File: config.mk
export PLATFORM = sky130hd
export DESIGN_NAME = cb4gray_dec_flat
export DESIGN_NICKNAME = d
export VERILOG_FILES = /design/src/rtl/gray_pkg.sv /design/src/rtl/cb4gray_dec_if.sv /design/src/rtl/cb4gray_sync.sv /design/src/rtl/cb4gray_dec.sv /design/src/flat_wrapper.sv
export SDC_FILE = /design/constraint.sdc
export NUM_CORES = 1
export LEC_CHECK = 0
export ABC_AREA = 1
export BUFFER_PORTS_ARGS = -buffer_cell sky130_fd_sc_hd__buf_2
export CELL_PAD_IN_SITES_DETAIL_PLACEMENT = 1
export CELL_PAD_IN_SITES_GLOBAL_PLACEMENT = 2
export CORE_ASPECT_RATIO = 1.4
export CORE_MARGIN = 2
export CORE_UTILIZATION = 35
export CTS_BUF_LIST = sky130_fd_sc_hd__clkbuf_4 sky130_fd_sc_hd__clkbuf_8
export CTS_CLUSTER_SIZE = 28
export DETAILED_ROUTE_END_ITERATION = 6
export PLACE_DENSITY_LB_ADDON = 0.1
export SYNTH_ARGS = -nofsm -noshare
export SYNTH_HDL_FRONTEND = slang
export SYNTH_SLANG_ARGS = --single-unit
File: constraint.sdc
create_clock -name CLK -period 6.7 [get_ports CLK]
set_input_delay 1.005 -clock CLK [delete_from_list [all_inputs] [get_ports CLK]]
set_output_delay 1.005 -clock CLK [all_outputs]
set_load 0.01 [all_outputs]
File: src/rtl/gray_pkg.sv
// Shared helpers for the 4-bit offset-Gray link decoder.
// Reflected-Gray conversion, popcount and a bitwise majority vote.
package gray_pkg;

    localparam int GRAY_W = 4;

    function automatic logic [GRAY_W-1:0] gray2bin4(input logic [GRAY_W-1:0] g);
        logic [GRAY_W-1:0] b;
        b[GRAY_W-1] = g[GRAY_W-1];
        for (int i = GRAY_W - 2; i >= 0; i--) begin
            b[i] = b[i+1] ^ g[i];
        end
        return b;
    endfunction

    function automatic logic [GRAY_W-1:0] bin2gray4(input logic [GRAY_W-1:0] b);
        return b ^ (b >> 1);
    endfunction

    function automatic logic [2:0] popcount4(input logic [GRAY_W-1:0] v);
        return 3'(v[0]) + 3'(v[1]) + 3'(v[2]) + 3'(v[3]);
    endfunction

    function automatic logic [GRAY_W-1:0] vote4(
        input logic [GRAY_W-1:0] a,
        input logic [GRAY_W-1:0] b,
        input logic [GRAY_W-1:0] c
    );
        return (a & b) | (a & c) | (b & c);
    endfunction

endpackage

File: src/rtl/cb4gray_dec_if.sv
// Link bundle between a cb4gray consumer and the decoder.
// master = environment side, slave = decoder side.
interface cb4gray_dec_if #(
    parameter int CNT_W = 16
);
    logic [3:0]       GRAY_IN;
    logic             EN;
    logic             CLR;
    logic [3:0]       BIN;
    logic             STEP;
    logic             ERR;
    logic             ERR_STICKY;
    logic [CNT_W-1:0] CNT;

    modport master (
        output GRAY_IN, EN, CLR,
        input  BIN, STEP, ERR, ERR_STICKY, CNT
    );

    modport slave (
        input  GRAY_IN, EN, CLR,
        output BIN, STEP, ERR, ERR_STICKY, CNT
    );
endinterface

File: src/rtl/cb4gray_sync.sv
// SYNC-deep 4-bit synchroniser with synchronous reset.
// CB4GRAY_DEC_TMR_EN: each stage triplicated, next stage fed from the voted copy.
module cb4gray_sync
    import gray_pkg::*;
#(
    parameter int SYNC = 2
) (
    input  logic              i_clk,
    input  logic              i_rst,
    input  logic [GRAY_W-1:0] i_d,
    output logic [GRAY_W-1:0] o_q
);

`ifdef CB4GRAY_DEC_TMR_EN
    (* ASYNC_REG = "TRUE", syn_keep = 1 *)
    logic [GRAY_W-1:0] r_stg [3][SYNC];
    logic [GRAY_W-1:0] w_v [SYNC];

    always_comb begin
        for (int i = 0; i < SYNC; i++) begin
            w_v[i] = vote4(r_stg[0][i], r_stg[1][i], r_stg[2][i]);
        end
    end

    always_ff @(posedge i_clk) begin
        for (int k = 0; k < 3; k++) begin
            if (i_rst) begin
                for (int i = 0; i < SYNC; i++) r_stg[k][i] <= '0;
            end else begin
                r_stg[k][0] <= i_d;
                for (int i = 1; i < SYNC; i++) r_stg[k][i] <= w_v[i-1];
            end
        end
    end

    assign o_q = w_v[SYNC-1];
`else
    (* ASYNC_REG = "TRUE" *)
    logic [GRAY_W-1:0] r_stg [SYNC];

    always_ff @(posedge i_clk) begin
        if (i_rst) begin
            for (int i = 0; i < SYNC; i++) r_stg[i] <= '0;
        end else begin
            r_stg[0] <= i_d;
            for (int i = 1; i < SYNC; i++) r_stg[i] <= r_stg[i-1];
        end
    end

    assign o_q = r_stg[SYNC-1];
`endif

endmodule

File: src/rtl/cb4gray_dec.sv
// Receive-side decoder for the cb4gray offset-Gray count.
// CB4GRAY_DEC_TMR_EN: triplicates prev_g, BIN, CNT and ERR_STICKY.
module cb4gray_dec
    import gray_pkg::*;
#(
    parameter int SYNC  = 2,
    parameter int CNT_W = 16
) (
    input  logic         CLK,
    input  logic         RST,
    cb4gray_dec_if.slave bus
);

    logic [GRAY_W-1:0] w_s;
    logic [GRAY_W-1:0] w_bin_q, w_prev_q, w_bin_n, w_d;
    logic [CNT_W-1:0]  w_cnt_q, w_cnt_n;
    logic              w_sticky_q, w_sticky_n;
    logic [2:0]        w_hd;
    logic              w_fwd, w_step, w_err;
    logic              r_step, r_err;

    cb4gray_sync #(.SYNC(SYNC)) u_sync (
        .i_clk (CLK),
        .i_rst (RST),
        .i_d   (bus.GRAY_IN),
        .o_q   (w_s)
    );

    // Any change that is not exactly one forward step is an error.
    always_comb begin
        w_bin_n    = gray2bin4(w_s);
        w_d        = w_bin_n - w_bin_q;
        w_hd       = popcount4(w_s ^ w_prev_q);
        w_fwd      = (w_hd == 3'd1) && (w_d == 4'd1);
        w_step     = bus.EN && w_fwd;
        w_err      = bus.EN && (w_hd != 3'd0) && !w_fwd;
        w_cnt_n    = bus.CLR ? CNT_W'(w_step) : w_cnt_q + CNT_W'(w_step);
        w_sticky_n = bus.CLR ? w_err : (w_sticky_q | w_err);
    end

`ifdef CB4GRAY_DEC_TMR_EN
    (* syn_keep = 1 *) logic [GRAY_W-1:0] r_bin    [3];
    (* syn_keep = 1 *) logic [GRAY_W-1:0] r_prev   [3];
    (* syn_keep = 1 *) logic [CNT_W-1:0]  r_cnt    [3];
    (* syn_keep = 1 *) logic              r_sticky [3];

    assign w_bin_q    = vote4(r_bin[0], r_bin[1], r_bin[2]);
    assign w_prev_q   = vote4(r_prev[0], r_prev[1], r_prev[2]);
    assign w_cnt_q    = (r_cnt[0] & r_cnt[1]) | (r_cnt[0] & r_cnt[2])
                      | (r_cnt[1] & r_cnt[2]);
    assign w_sticky_q = (r_sticky[0] & r_sticky[1]) | (r_sticky[0] & r_sticky[2])
                      | (r_sticky[1] & r_sticky[2]);

    always_ff @(posedge CLK) begin
        for (int k = 0; k < 3; k++) begin
            if (RST) begin
                r_bin[k]    <= '0;
                r_prev[k]   <= '0;
                r_cnt[k]    <= '0;
                r_sticky[k] <= 1'b0;
            end else begin
                r_bin[k]    <= w_bin_n;
                r_prev[k]   <= w_s;
                r_cnt[k]    <= w_cnt_n;
                r_sticky[k] <= w_sticky_n;
            end
        end
    end
`else
    logic [GRAY_W-1:0] r_bin, r_prev;
    logic [CNT_W-1:0]  r_cnt;
    logic              r_sticky;

    assign w_bin_q    = r_bin;
    assign w_prev_q   = r_prev;
    assign w_cnt_q    = r_cnt;
    assign w_sticky_q = r_sticky;

    always_ff @(posedge CLK) begin
        if (RST) begin
            r_bin    <= '0;
            r_prev   <= '0;
            r_cnt    <= '0;
            r_sticky <= 1'b0;
        end else begin
            r_bin    <= w_bin_n;
            r_prev   <= w_s;
            r_cnt    <= w_cnt_n;
            r_sticky <= w_sticky_n;
        end
    end
`endif

    always_ff @(posedge CLK) begin
        if (RST) begin
            r_step <= 1'b0;
            r_err  <= 1'b0;
        end else begin
            r_step <= w_step;
            r_err  <= w_err;
        end
    end

    assign bus.BIN        = w_bin_q;
    assign bus.STEP       = r_step;
    assign bus.ERR        = r_err;
    assign bus.ERR_STICKY = w_sticky_q;
    assign bus.CNT        = w_cnt_q;

endmodule

File: src/flat_wrapper.sv
// flat-port wrapper written by rule: the top's interface ports become plain ports
module cb4gray_dec_flat import gray_pkg::*;
#(
    parameter int SYNC  = 2,
    parameter int CNT_W = 16
)
  (CLK, RST, bus_GRAY_IN, bus_EN, bus_CLR, bus_BIN, bus_STEP, bus_ERR, bus_ERR_STICKY, bus_CNT);
  cb4gray_dec_if #(.CNT_W(CNT_W)) bus_i ();
  input  logic CLK;
  input  logic RST;
  input wire logic [$bits(bus_i.GRAY_IN)-1:0] bus_GRAY_IN;
  input wire logic [$bits(bus_i.EN)-1:0] bus_EN;
  input wire logic [$bits(bus_i.CLR)-1:0] bus_CLR;
  output wire logic [$bits(bus_i.BIN)-1:0] bus_BIN;
  output wire logic [$bits(bus_i.STEP)-1:0] bus_STEP;
  output wire logic [$bits(bus_i.ERR)-1:0] bus_ERR;
  output wire logic [$bits(bus_i.ERR_STICKY)-1:0] bus_ERR_STICKY;
  output wire logic [$bits(bus_i.CNT)-1:0] bus_CNT;
  assign bus_i.GRAY_IN = bus_GRAY_IN;
  assign bus_i.EN = bus_EN;
  assign bus_i.CLR = bus_CLR;
  assign bus_BIN = bus_i.BIN;
  assign bus_STEP = bus_i.STEP;
  assign bus_ERR = bus_i.ERR;
  assign bus_ERR_STICKY = bus_i.ERR_STICKY;
  assign bus_CNT = bus_i.CNT;
  cb4gray_dec #(.SYNC(SYNC), .CNT_W(CNT_W)) u_core (.CLK(CLK), .RST(RST), .bus(bus_i));
endmodule
==> flow_summary.json <==
{
  "status": "complete, no violations",
  "cts.sinks": 34,
  "fmax_mhz": 304.4,
  "gp_congestion": 0.7667,
  "post-synth-top-area-cell": "dfxtp_1",
  "clk_latency_ns": 0.28,
  "coreArea_um2": 4463,
  "setup_viol_count_final": 0,
  "critical_path.slowest_cell": "fa_1",
  "cts_resized": 0,
  "vias_per_cell": 4.483,
  "hold_violations": 0,
  "synth.avg_cell_area_um2": 7.777,
  "ys_warn_count": 0,
  "fin_tns_setup_ns": 0,
  "n_antenna_cell": 0,
  "die_x_um": 60.90,
  "wl_um": 3337,
  "leakage_nw": 0.8780,
  "fp.dieH_um": 83.66,
  "drc": 0,
  "synth.distinct_cells": 26,
  "whs_ns": 0.4064,
  "endpoint_kind": "flip-flop",
  "skew_ns": 0.004782,
  "drv_slew": 0,
  "cp-start-kind": "flip-flop",
  "drt_iter0_drc": 13,
  "nFillCells": 573,
  "netlist_instances": 204,
  "synth_area_leaders": "dfxtp_1 (43%), inv_1 (9.7%), nor2_1 (7.6%)",
  "p_per_area_nw_per_um2": 213.4,
  "synth_nets": 222,
  "drtPass1Iterations": 4,
  "post_cts_buffers": 0,
  "gr-total-overflow": 0,
  "htree_num_levels": 2,
  "cp_max_fo": 5,
  "num_vias": 1345,
  "cts_tree": "yes",
  "netlist.area_leader.share": 0.4290,
  "initial_utilization": 0.3555,
  "hold_buffers": 0,
  "path_cells": "inv_1 -> nand2_1 -> nand2_2 -> xor2_4 -> xor2_2 -> ha_1 -> fa_1 -> nand3_1 -> nor2_1 -> nand3_1 -> inv_1 -> ha_1 -> ha_1 -> nand2_1 -> inv_2 -> nand2_2 -> nor2_4 -> nand3b_1 -> o21ai_0 -> nor2_1",
  "yosysMostFrequentCell": "inv_1",
  "ant_nets": 0,
  "grt_first_pass_wirelength_um": 5747,
  "grt_pass1_vias": 1372,
  "ys_seq_area_frac": 0.4290,
  "cp_top_family": "simple AND/OR/NAND/NOR gates",
  "track_usage": 0.1493,
  "rsz0062_at_grt": "no",
  "relSlewSlack": 0.7577,
  "die_area_um2": 5095,
  "drive_above_1_share": 0.2017,
  "dp_worst_setup_slack_ns": 3.360,
  "crit_path_frequent_cell": "ha_1",
  "cts-root-buf": "clkbuf_8",
  "synth-seq-cells": 34,
  "cts_buffers": 5,
  "ys.flop_type": "dfxtp_1",
  "synthArstFlopShare": 0,
  "synth_commonest_cells": "inv_1 (41), dfxtp_1 (34), nor2_1 (32)",
  "crit_arrival_ns": 3.47,
  "area_growth_pct": 18.30,
  "hold_class": "reg2reg",
  "crit_buf_inv": 3,
  "portBuffers": 30,
  "wl_per_cell_um": 11.12,
  "min_period_ns": 3.285,
  "final_net_count": 256,
  "critPathRequiredTime_ns": 6.88,
  "antenna_found_initial": 0,
  "fin_ws_ns": 3.415,
  "worst_path_largest_cell_delay_ns": 0.49,
  "worstMarginPinSlew_ns": 0.3607,
  "cts.reportedPaths.clkPinSlew_ns": 0.07,
  "final_core_util": 0.4205,
  "synth_edf_count": 0,
  "synth_area_um2": 1587,
  "dpl.hpwl_um": 2740,
  "clockBufferDepth": 2,
  "rows": 29,
  "vdd.ir_drop.worst_v": 0.0001041,
  "io_pins": 31,
  "path_class": "reg2reg",
  "finalCritPeriodShare": 0.4903,
  "max_cap_violations": 0,
  "power.total_mw": 0.4005,
  "grt_max_degree": 20
}
==> per-stage QoR <==
step           area [um2]  cells
2_1_floorplan        1587    204
3_3_place_gp         1798    293
5_1_grt              1877    300
4_1_cts              1877    300
6_report             1877    300
3_5_place_dp         1798    293
==> sequential cells by signal, indices dropped and copies added, names as in the netlist <==
name,flops
u_core.bus.CNT,16
u_core.u_sync.r_stg,8
u_core.r_prev,4
u_core.bus.BIN,3
u_core.bus.ERR,1
u_core.bus.ERR_STICKY,1
u_core.bus.STEP,1
==> placed cells by master, fill, tap and decap left out <==
cell type and count:
clkinv_2 2, nand2_1 30, o21ai_0 6, dfxtp_1 34, nand3b_1 3, nand3_1 10, nor3_1 3, xnor2_1 1
xor2_2 1, xor2_4 1, nand2b_1 1, buf_2 30, ha_1 8, xor2_1 3, nand2_2 3, fa_1 2
o21a_1 1, nor2_1 32, clkbuf_8 5, a21oi_1 12, nor2_4 4, inv_2 1, nor2_2 1, inv_1 41
or2_0 1, nand4_1 2
==> report_power, final <==
group	switching [mW]	total (mW)	internal (mW)
Sequential	0.00361	0.212	0.208
Combinational	0.0268	0.0446	0.0178
Clock	0.0745	0.144	0.0697
Total	0.105	0.400	0.296
==> kinds of logic after synthesis <==
| group | count (synthesis) | share of synthesized area |
|---|---|---|
| AO/OA/AOI/OAI | 19 | 0.06152 |
| adder cells (fa/ha/maj) | 10 | 0.08833 |
| XOR/XNOR | 6 | 0.04969 |
| AND/OR/NAND/NOR | 90 | 0.2618 |
| flip-flops | 34 | 0.4290 |
| buffers and inverters | 45 | 0.1096 |
==> final timing paths <==
path | startpoint | to | slack [ns] | depth (start not counted)
worst min register to register | u_core.u_sync.r_stg[0][3]$_SDFF_PP0_ | u_core.u_sync.r_stg[0][7]$_SDFF_PP0_ | 0.41 | 2
worst max-delay path | u_core.u_sync.r_stg[0][6]$_SDFF_PP0_ | u_core.bus.CNT[14]$_SDFF_PP0_ | 3.42 | 20
worst max register to register | u_core.u_sync.r_stg[0][6]$_SDFF_PP0_ | u_core.bus.CNT[14]$_SDFF_PP0_ | 3.42 | 20
worst min-delay path | u_core.u_sync.r_stg[0][3]$_SDFF_PP0_ | u_core.u_sync.r_stg[0][7]$_SDFF_PP0_ | 0.41 | 2
==> metal layers <==
metal	wire (um)	global-route usage
met4	59	0.06126
met2	1945	0.2864
met3	101	0.04651
met1	1231	0.1329
met5	0	0
==> worst register-to-register path: cells and delay by family, from the launching register on <==
| family | cells | cell delay (ns) |
|---|---|---|
| simple gates | 10 | 1.05 |
| buf+inv | 3 | 0.23 |
| flops | 1 | 0.37 |
| xor+xnor | 2 | 0.36 |
| fa+ha+maj | 4 | 1.01 |
| compound gates | 1 | 0.17 |
==> final cells by class <==
| type | instances | area [um2] | area share |
|---|---|---|---|
| multi-input cells | 125 | 732.0 | 0.3900 |
| flip-flops and latches | 34 | 680.7 | 0.3627 |
| inverters | 42 | 157.7 | 0.08400 |
| repair buffers | 30 | 150.1 | 0.08000 |
| well taps | 62 | 77.57 | 0.04133 |
| clock buffers | 5 | 68.82 | 0.03667 |
| clock inverters | 2 | 10.01 | 0.005333 |
Power figures use the tool's default switching activity.
